**config.mk**
```make
export PLATFORM = sky130hd
export DESIGN_NAME = bus_arbiter
export DESIGN_NICKNAME = d
export VERILOG_FILES = /design/src/rtl/bus_arbiter.sv
export SDC_FILE = /design/constraint.sdc
export NUM_CORES = 1
export LEC_CHECK = 0
export CAP_MARGIN = 20
export CORE_ASPECT_RATIO = 1.25
export CORE_MARGIN = 1
export CORE_UTILIZATION = 33
export CTS_CLUSTER_DIAMETER = 120
export CTS_CLUSTER_SIZE = 24
export DETAILED_ROUTE_END_ITERATION = 8
export RECOVER_POWER = 50
export SYNTH_ARGS = -nofsm -noshare
export SYNTH_HDL_FRONTEND = slang
export SYNTH_SLANG_ARGS = --single-unit
```
**constraint.sdc**
```tcl
create_clock -name clk -period 4 [get_ports clk]
set_input_delay 0.6 -clock clk [delete_from_list [all_inputs] [get_ports clk]]
set_output_delay 0.6 -clock clk [all_outputs]
set_load 0.03 [all_outputs]
```
**src/rtl/bus_arbiter.sv**
```systemverilog
// Two-master bus arbiter with bounded hold time under contention and per-master lock.
// Define BUS_ARBITER_RR_EN for round-robin arbitration of simultaneous requests from IDLE.
module bus_arbiter #(
  parameter int unsigned MAX_HOLD = 16
) (
  input  logic clk,
  input  logic reset_n,
  input  logic m0_req,
  input  logic m0_lock,
  input  logic m1_req,
  input  logic m1_lock,
  output logic m0_grant,
  output logic m1_grant,
  output logic preempt
);

  typedef enum logic [1:0] {IDLE, GNT0, GNT1} state_t;

  localparam logic [7:0] HOLD_LAST = 8'(MAX_HOLD - 1);

  state_t     state, state_nx;
  logic [7:0] hold_cnt, hold_nx;
  logic       last_owner, last_nx;
  logic       preempt_nx;

  always_ff @(posedge clk or negedge reset_n) begin
    if (!reset_n) begin
      state      <= IDLE;
      hold_cnt   <= '0;
      last_owner <= 1'b1;
      m0_grant   <= 1'b0;
      m1_grant   <= 1'b0;
      preempt    <= 1'b0;
    end else begin
      state      <= state_nx;
      hold_cnt   <= hold_nx;
      last_owner <= last_nx;
      m0_grant   <= (state_nx == GNT0);
      m1_grant   <= (state_nx == GNT1);
      preempt    <= preempt_nx;
    end
  end

  always_comb begin
    state_nx   = state;
    hold_nx    = hold_cnt;
    last_nx    = last_owner;
    preempt_nx = 1'b0;
    case (state)
      IDLE: begin
        hold_nx = '0;
        if (m0_req && m1_req) begin
`ifdef BUS_ARBITER_RR_EN
          state_nx = last_owner ? GNT0 : GNT1;
`else
          state_nx = GNT0;
`endif
        end else if (m0_req) begin
          state_nx = GNT0;
        end else if (m1_req) begin
          state_nx = GNT1;
        end
      end
      GNT0: begin
        if (!m0_req) begin
          state_nx = m1_req ? GNT1 : IDLE;
        end else if (m1_req && !m0_lock) begin
          if (hold_cnt == HOLD_LAST) begin
            state_nx   = GNT1;
            preempt_nx = 1'b1;
          end else begin
            hold_nx = hold_cnt + 8'd1;
          end
        end
      end
      GNT1: begin
        if (!m1_req) begin
          state_nx = m0_req ? GNT0 : IDLE;
        end else if (m0_req && !m1_lock) begin
          if (hold_cnt == HOLD_LAST) begin
            state_nx   = GNT0;
            preempt_nx = 1'b1;
          end else begin
            hold_nx = hold_cnt + 8'd1;
          end
        end
      end
      default: state_nx = IDLE;
    endcase
    // Any transition into an owned state restarts the hold window and records the owner.
    if (state_nx != state && state_nx != IDLE) begin
      hold_nx = '0;
      last_nx = (state_nx == GNT1);
    end
  end

endmodule

```
**After elaboration in Yosys (flattened, before gate mapping)**

Cells that the tools add are included.

- Register bits: 13
- Logic and storage cells: 51
- Input port bits: 6
- Output and inout port bits: 3

- Reduce and logical (&&, ||, !) cells: 10
- Muxes and demuxes: 25
- Eq/ne operators: 10
- Add/subtract/negate cells: 1

Operators with widths:

| cell | count |
|---|---|
| 8-bit two-way mux | 6 |
| 8-bit case mux with 3 select lines | 1 |
| 2-bit two-way mux | 10 |
| 3-bit != test (second input constant) | 4 |
| 8-bit by 1-bit adder with 8-bit output (second input constant) | 1 |
| 8-bit by 4-bit equality test with 1-bit output (second input constant) | 1 |
| 1-bit two-way mux | 6 |
| 2-bit case mux with 3 select lines | 1 |
| 5-bit AND reduction | 1 |
| 2-bit by 1-bit equality test with 1-bit output (second input constant) | 2 |
| 2-bit equality test (second input constant) | 2 |
| 1-bit logical AND | 4 |
| 4-bit nonzero test | 1 |
| 1-bit zero test | 2 |
| 2-bit zero test | 1 |
| 2-bit != test | 1 |
| 1-bit case mux with 2 select lines | 1 |
| 2-bit nonzero test | 1 |

**Longest topological paths before layout**

Gate-level depths: netlist (run 1).

- Word-level depth: 9
- Mapped depth: 7
- Gate-level depth less buffers: 7

**Worst setup path before layout (run 1)**

No wires, ideal clock.

- Path type: register to register
- Start point: reg state[0]
- End point: reg hold_cnt[5]
- Arrival: 1882 ps
- Path buffers: 0
- Stages on the path, launching flop included: 8
- Data required time: 3896 ps
- Period minus slack after synthesis: 1986 ps
- Setup time: 104 ps
- Path slack: 2014 ps
- Cell sequence: dfrtp_1 inv_1 ha_1 inv_1 or3_1 mux2i_4 o41ai_4 a221oi_1

- Word-level cells in the longest chain between the ends: 8
- Elaborated cells on any way between the ends: 24
- Those cells by class: 7 x eq/ne; 12 x mux; 5 x reduce/logical

RTL lines:

| element | RTL line | RTL |
|---|---|---|
| start, declared | 21 | `state_t state, state_nx;` |
| start signal, assigned | 35 | `state <= state_nx;` |
| 2-bit two-way mux (on tied branches) | 80, 60, 68 |  |
| 2-bit two-way mux (on tied branches) | 79, 58, 67 |  |
| 2-bit two-way mux (on tied branches) | 77, 52, 65 |  |
| 2-bit case mux with 3 select lines | 49 | `case (state)` |
| 2-bit != test or 2-bit nonzero test (tied branches) | 91 | `if (state_nx != state && state_nx != IDLE) begin` |
| 1-bit logical AND | 91 |  |
| 3-bit != test (no source line) or 4-bit nonzero test (tied branches) | -- |  |
| 5-bit AND reduction (no source line) | -- |  |
| end signal, assigned | 36 | `hold_cnt <= hold_nx;` |
| end, declared | 22 | `logic [7:0] hold_cnt, hold_nx;` |

Several ways; a longest one is shown, not always the timed one.
A chain may end at the register's enable or synchronous reset.

**Final worst setup path (run 1)**

- Start point: in m0_req
- End point: reg hold_cnt[6]

- Word-level cells in the longest chain between the ends: 8
- Elaborated cells on any way between the ends: 19
- Those cells by class: 5 x eq/ne; 8 x mux; 6 x reduce/logical

RTL lines:

| element | RTL line | RTL |
|---|---|---|
| start, declared | 8 | `input logic m0_req,` |
| 1-bit logical AND | 79 | `end else if (m0_req && !m1_lock) begin` |
| 2-bit two-way mux | 79 |  |
| 2-bit two-way mux | 77 | `if (!m1_req) begin` |
| 2-bit case mux with 3 select lines | 49 |  |
| 2-bit != test or 2-bit nonzero test (tied branches) | 91 |  |
| 1-bit logical AND | 91 |  |
| 3-bit != test (no source line) or 4-bit nonzero test (tied branches) | -- |  |
| 5-bit AND reduction (no source line) | -- |  |

Several ways; a longest one is shown, not always the timed one.

==> results of run 1 <==
## layer usage
| layer | GRT usage [%] | share of wire, % |
|---|---|---|
| met3 | 2.143 | 4.1 |
| met4 | 6.757 | 1.6 |
| met2 | 26.79 | 49 |
| met5 | 0 | 0 |
| met1 | 19.23 | 45 |
## worst max-delay path, delay by kind of cell
kind | cells | cell delay [ns]
buffers and inverters | 1 | 0.71
AOI/OAI and AO/OA | 2 | 0.70
and+or+nand+nor | 3 | 0.62
## cell families after synthesis
group / share of synthesized area [%]
fa+ha+maj: 6.196
mux: 4.337
buf+inv: 5.204
simple gates: 28.62
compound gates: 23.42
flops: 32.22
## per-stage QoR
step | setup WS (ns) | cell area [um^2] | hold WS (ns)
after CTS | 1.533 | 1135 | 0.5804
final | 1.553 | 1135 | 0.5785
after floorplan | 2.014 | 1010 | 0.3044
after detailed placement | 1.247 | 1109 | 0.5689
after global routing | 1.443 | 1135 | 0.6069
after global placement | 1.327 | 1109 | 0.5598
## state kept, by name, indices dropped and copies added, names as in the netlist
signal and cells:
hold_cnt 8, state 2, preempt 1, m0_grant 1, m1_grant 1
## Yosys cell counts, drive strengths merged, types with 2 or more instances
library cell  number
and2               2
nand3              8
nand2             14
and4b              3
a21o               2
buf                2
inv                7
a221oi             9
nand3b             2
mux2i              2
or3                2
ha                 5
o21ai              9
nand4b             4
nor2               9
dfrtp             13
a21oi              5
nor3               3
and3               3
## worst paths after layout
path | startpoint | end | slack (ns)
setup / recovery | m0_req | hold_cnt[6] | 1.55
hold / removal | hold_cnt[1] | hold_cnt[1] | 0.58
setup reg to reg | state[0] | hold_cnt[2] | 1.73
hold reg to reg | hold_cnt[1] | hold_cnt[1] | 0.58
max in group asynchronous | reset_n | state[0] | 2.83
min in group asynchronous | reset_n | hold_cnt[6] | 0.77
## final cells by class
class | count | area (um^2) | area share [%]
Clock buffer | 4 | 26.28 | 2.315
Timing Repair Buffer | 8 | 80.08 | 7.056
Tap cell | 36 | 45.04 | 3.969
Inverter | 7 | 26.28 | 2.315
Multi-Input combinational cell | 88 | 631.9 | 55.68
Sequential cell | 13 | 325.3 | 28.67
## placed cells by master, fill, tap and decap left out, types with 2 or more instances in the layout
cell             instances
nand2_1                 13
dfrtp_1                 13
nor2_1                   9
o21ai_0                  8
nand3_1                  8
inv_1                    7
a221oi_1                 7
clkdlybuf4s50_1          7
ha_1                     5
a21oi_1                  4
nand4b_1                 4
and3_1                   3
and4b_1                  3
nor3_1                   3
clkbuf_4                 3
or3_1                    2
a21o_1                   2
and2_1                   2
## power by group
| group | internal, mW | switching [mW] |
|---|---|---|
| clock | 0.0387 | 0.0436 |
| sequential | 0.157 | 0.0271 |
| combinational | 0.146 | 0.267 |
==> impl_metrics.json, run 1 <==
{
  "status": "completed",
  "drive_above_1_share_pct": 9.167,
  "fin_util_pct": 38.89,
  "avgSynthCellArea_um2": 9.097,
  "cts-buffers-inserted": 3,
  "finalPower_mw": 0.6789,
  "drc": 0,
  "crit_path_end_kind": "register",
  "min_period_ns": 2.447,
  "post_cts_resized": 0,
  "cp.required_ns": 4.18,
  "reg2reg_depth": 7,
  "grt_pass1_vias": 862,
  "boundaryPins": 9,
  "place.gp.congestion": 0.8526,
  "hold_viol_final": 0,
  "grt_max_degree": 14,
  "p_leak_nw": 0.4642,
  "cts_root_buf": "clkbuf_4",
  "vias_per_cell": 5.750,
  "io_buffers": 8,
  "synth_nets": 122,
  "area_growth_pct": 12.39,
  "synth_top_cell_area_share_pct": 32.22,
  "synth_cells": 111,
  "crit_path_max_incr_delay_ns": 0.71,
  "grt_usage_pct": 15.71,
  "setup_violations": 0,
  "drt-pass1-iter-count": 4,
  "finalSetupTns_ns": 0,
  "async_flop_share_pct": 100.0,
  "postCtsHoldBufs": 0,
  "drtAntennaViolNets": 0,
  "pwr_density_cell_mw_per_mm2": 598.2,
  "antenna_cells": 0,
  "slew_viol_final": 0,
  "synth.distinct_cells": 33,
  "die_area_mm2": 0.003286,
  "yosysTopAreaCell": "dfrtp_1",
  "synthTopCellsByArea": "dfrtp_1 32%, ha_1 6.2%, a221oi_1 6.1%, nand2_1 4.8%, nand3_1 4.0%",
  "worst_hold_path_type": "reg -> reg",
  "cap_violations": 0,
  "placedCellCount": 152,
  "core_area_mm2": 0.002918,
  "cts_tree": "done",
  "dr.first_iter.drc_count": 35,
  "vdd_ir_drop_max_mv": 0.2890,
  "dp_hpwl_um": 1718,
  "crit_chain": "clkdlybuf4s50_1 > nand3b_1 > a221oi_4 > and2_1 > nand4b_1 > a221oi_1",
  "finalClockSkew_ns": 0.001577,
  "grt_pass1_wl_um": 3926,
  "yosysWarnings": 0,
  "synth-edff-count": 0,
  "critPathSlowestCell": "clkdlybuf4s50_1",
  "synthesis.area_mm2": 0.001010,
  "tightestPinTransition_ns": 0.6257,
  "clk_latency_ns": 0.28,
  "rows": 22,
  "clock-sinks": 13,
  "num_vias": 897,
  "stdcell_count": 156,
  "fmax_mhz": 408.7,
  "startpoint_type": "input pin",
  "initial_utilization_pct": 34.61,
  "routed_wirelength_um": 2318,
  "synth_seq_cells": 13,
  "clk_path_buf_depth": 2,
  "final_nets": 132,
  "criticalPathCategory": "in -> reg",
  "ys.flop_type": "dfrtp_1",
  "overflow": 0,
  "antenna_found_initial": 0,
  "cp.arrival_ns": 2.62,
  "clkSlewWorstSetupHoldPaths_ns": 0.08,
  "die_width_um": 51.48,
  "die_h_um": 63.85,
  "wl_per_cell_um": 14.86,
  "whs_path_depth": 2,
  "fillerInstances": 329,
  "rsz0062_at_grt": "no",
  "worst_slew_margin_rel_pct": 58.15,
  "cp_max_fo": 13,
  "period_share_pct": 61.17,
  "cts_setup_buffers": 0,
  "synth_seq_area_share_pct": 32.22,
  "h-tree-depth": 1
}
Note: power is estimated with default switching activity, not from simulation.
==> run 2, diff against run 1 <==
clock period = 2.3 ns   (was 4 ns; I/O delays follow)
==> run 2 against run 1 <==
Design area grew 5.3%. Cell count increased by 5.1%. Clock-buffer cell count unchanged. Critical endpoint is now hold_cnt[5]. Global-route usage grew 0.46 points. Clock skew increased by 0.0033 ns.
==> impl_metrics.json, run 2 (same netlist as run 1, synthesis figures left out) <==
{
  "grtUsageMet2_pct": 25.49,
  "min_period_ns": 2.162,
  "die_h_um": 63.85,
  "startpoint_type": "register",
  "wl_per_cell_um": 14.24,
  "criticalPathCategory": "reg -> reg",
  "use_met3_pct": 1.905,
  "cts_root_buf": "clkbuf_4",
  "antenna_cells": 0,
  "status": "completed",
  "io_buffers": 8,
  "hold_viol_final": 0,
  "clk_path_buf_depth": 2,
  "grt_pass1_wl_um": 4064,
  "regMostFlops": "hold_cnt",
  "cp-startpoint": "state[0]",
  "cts_tree": "done",
  "grt_max_degree": 14,
  "vdd_ir_drop_max_mv": 0.6086,
  "tightestPinTransition_ns": 0.6092,
  "die_width_um": 51.48,
  "cp_max_fo": 8,
  "routed_wirelength_um": 2336,
  "clkSlewWorstSetupHoldPaths_ns": 0.08,
  "critPathSlowestCell": "dfrtp_1",
  "period_share_pct": 94.01,
  "drc": 0,
  "worst_slew_margin_rel_pct": 59.25,
  "num_vias": 924,
  "crit_path_max_incr_delay_ns": 0.46,
  "cp.arrival_ns": 2.33,
  "hold_ws_ns": 0.5209,
  "timing.final.ws_setup_ns": 0.1379,
  "clock-sinks": 13,
  "drt-pass1-iter-count": 5,
  "fmax_mhz": 462.5,
  "crit_path_end_kind": "register",
  "place.gp.congestion": 0.8859,
  "area_growth_pct": 18.34,
  "setup_violations": 0,
  "power_frac_comb_pct": 62.5,
  "slew_viol_final": 0,
  "p_clk_share_pct": 11.2,
  "reg2reg_depth": 8,
  "h-tree-depth": 1,
  "p_leak_nw": 0.5049,
  "dpl_worst_slack_ns": -0.07032,
  "switchingPower_mw": 0.5801,
  "grt_usage_pct": 16.17,
  "dp_hpwl_um": 1846,
  "p_sw_share_pct": 47.69,
  "dr.first_iter.drc_count": 38,
  "crit_chain": "inv_2 > ha_1 > inv_1 > or3_1 > mux2i_4 > o41ai_4 > buf_4 > a221oi_1",
  "final_nets": 140,
  "drive_above_1_share_pct": 15.63,
  "antenna_found_initial": 0,
  "rows": 22,
  "finalClockSkew_ns": 0.004881,
  "use_met1_pct": 21.84,
  "core_area_mm2": 0.002918,
  "cp.required_ns": 2.47,
  "pwr_density_cell_mw_per_mm2": 1018,
  "worst_hold_path_type": "in -> async",
  "initial_utilization_pct": 34.61,
  "busiest_layer": "met2",
  "cap_violations": 0,
  "overflow": 0,
  "vias_per_cell": 5.634,
  "cell_internal_pwr_mw": 0.6362,
  "largestRegisters": "hold_cnt x8, state x2",
  "seqPwrFrac_pct": 26.3,
  "cts-buffers-inserted": 3,
  "r2r_start": "state[0]",
  "layout_common_cells": "13 x nand2_1, 13 x dfrtp_1, 9 x nor2_1",
  "largest_reg_flops": 8,
  "boundaryPins": 9,
  "die_area_mm2": 0.003286,
  "drtAntennaViolNets": 0,
  "grt_pass1_vias": 930,
  "fillerInstances": 311,
  "rsz0062_at_grt": "no",
  "clk_latency_ns": 0.27
}
==> run 2: cell count changes in the layout (fill, tap and decap cells not counted), sizes merged <==
cell | previous run | this run
buf | 0 | 8
clkdlybuf4s50 | 7 | 6
dlygate4sd3 | 1 | 2
==> run 2: path summary, 6_finish.rpt <==
check | end | slack [ns]
min | hold_cnt[4] | 0.52
min reg2reg | hold_cnt[1] | 0.58
max | hold_cnt[5] | 0.14
max reg2reg | hold_cnt[5] | 0.14
min in group clk | hold_cnt[1] | 0.58
max in group asynchronous | state[0] | 1.38
==> run 2: routing by layer <==
layer / vias up / wire (um) / part of all wire (%)
met1: 440 / 1067 / 46
met3: 8 / 100 / 4.3
met2: 25 / 1103 / 47
met5: - / 0 / 0
met4: 0 / 64 / 2.7
li1: 451 / - / -
==> run 2: power groups by stage <==
stage | Combinational, mW | Sequential (mW) | Clock (mW)
final | 0.761 | 0.320 | 0.136
after detailed placement | 0.750 | 0.323 | 0
after global routing | 0.842 | 0.326 | 0.146
after floorplan | 0.503 | 0.344 | 0
after CTS | 0.752 | 0.319 | 0.141
after global placement | 0.738 | 0.321 | 0
==> run 2: final cells by class <==
class	instances	area [um^2]	area share, %
tap	36	45.04	3.770
inverter	7	26.28	2.199
timing repair buffer	16	140.1	11.73
clock buffer	4	26.28	2.199
multi-input combinational	88	631.9	52.88
sequential	13	325.3	27.23
==> run 2: worst max-delay path, delay by kind of cell (launching register included) <==
family / cells / cell delay, ns
AOI/OAI and AO/OA: 2 / 0.40
DFF: 1 / 0.46
buffers and inverters: 3 / 0.39
and+or+nand+nor: 1 / 0.42
adders and majority gates: 1 / 0.18
muxes: 1 / 0.22
==> run 2: stage by stage <==
| stage | cells | utilization [%] | area (um^2) | total power, mW | setup TNS (ns) |
|---|---|---|---|---|---|
| finish | 164 | 40.95 | 1195 | 1.216 | 0 |
| global placement | 159 | 39.79 | 1161 | 1.058 | -0.05661 |
| detailed placement | 159 | 39.79 | 1161 | 1.073 | -0.2340 |
| floorplan | 111 | - | 1010 | 0.8472 | 0 |
| CTS | 163 | 40.69 | 1187 | 1.212 | 0 |
| global route | 164 | 40.95 | 1195 | 1.313 | 0 |
==> run 2: what timing repair did <==
| action | CTS | global route |
|---|---|---|
| gates resized for setup | 0 | 1 |
| hold buffers | 0 | 0 |
| buffers inserted | 0 | 1 |
| endpoints found under the setup margin | 0 | 7 |
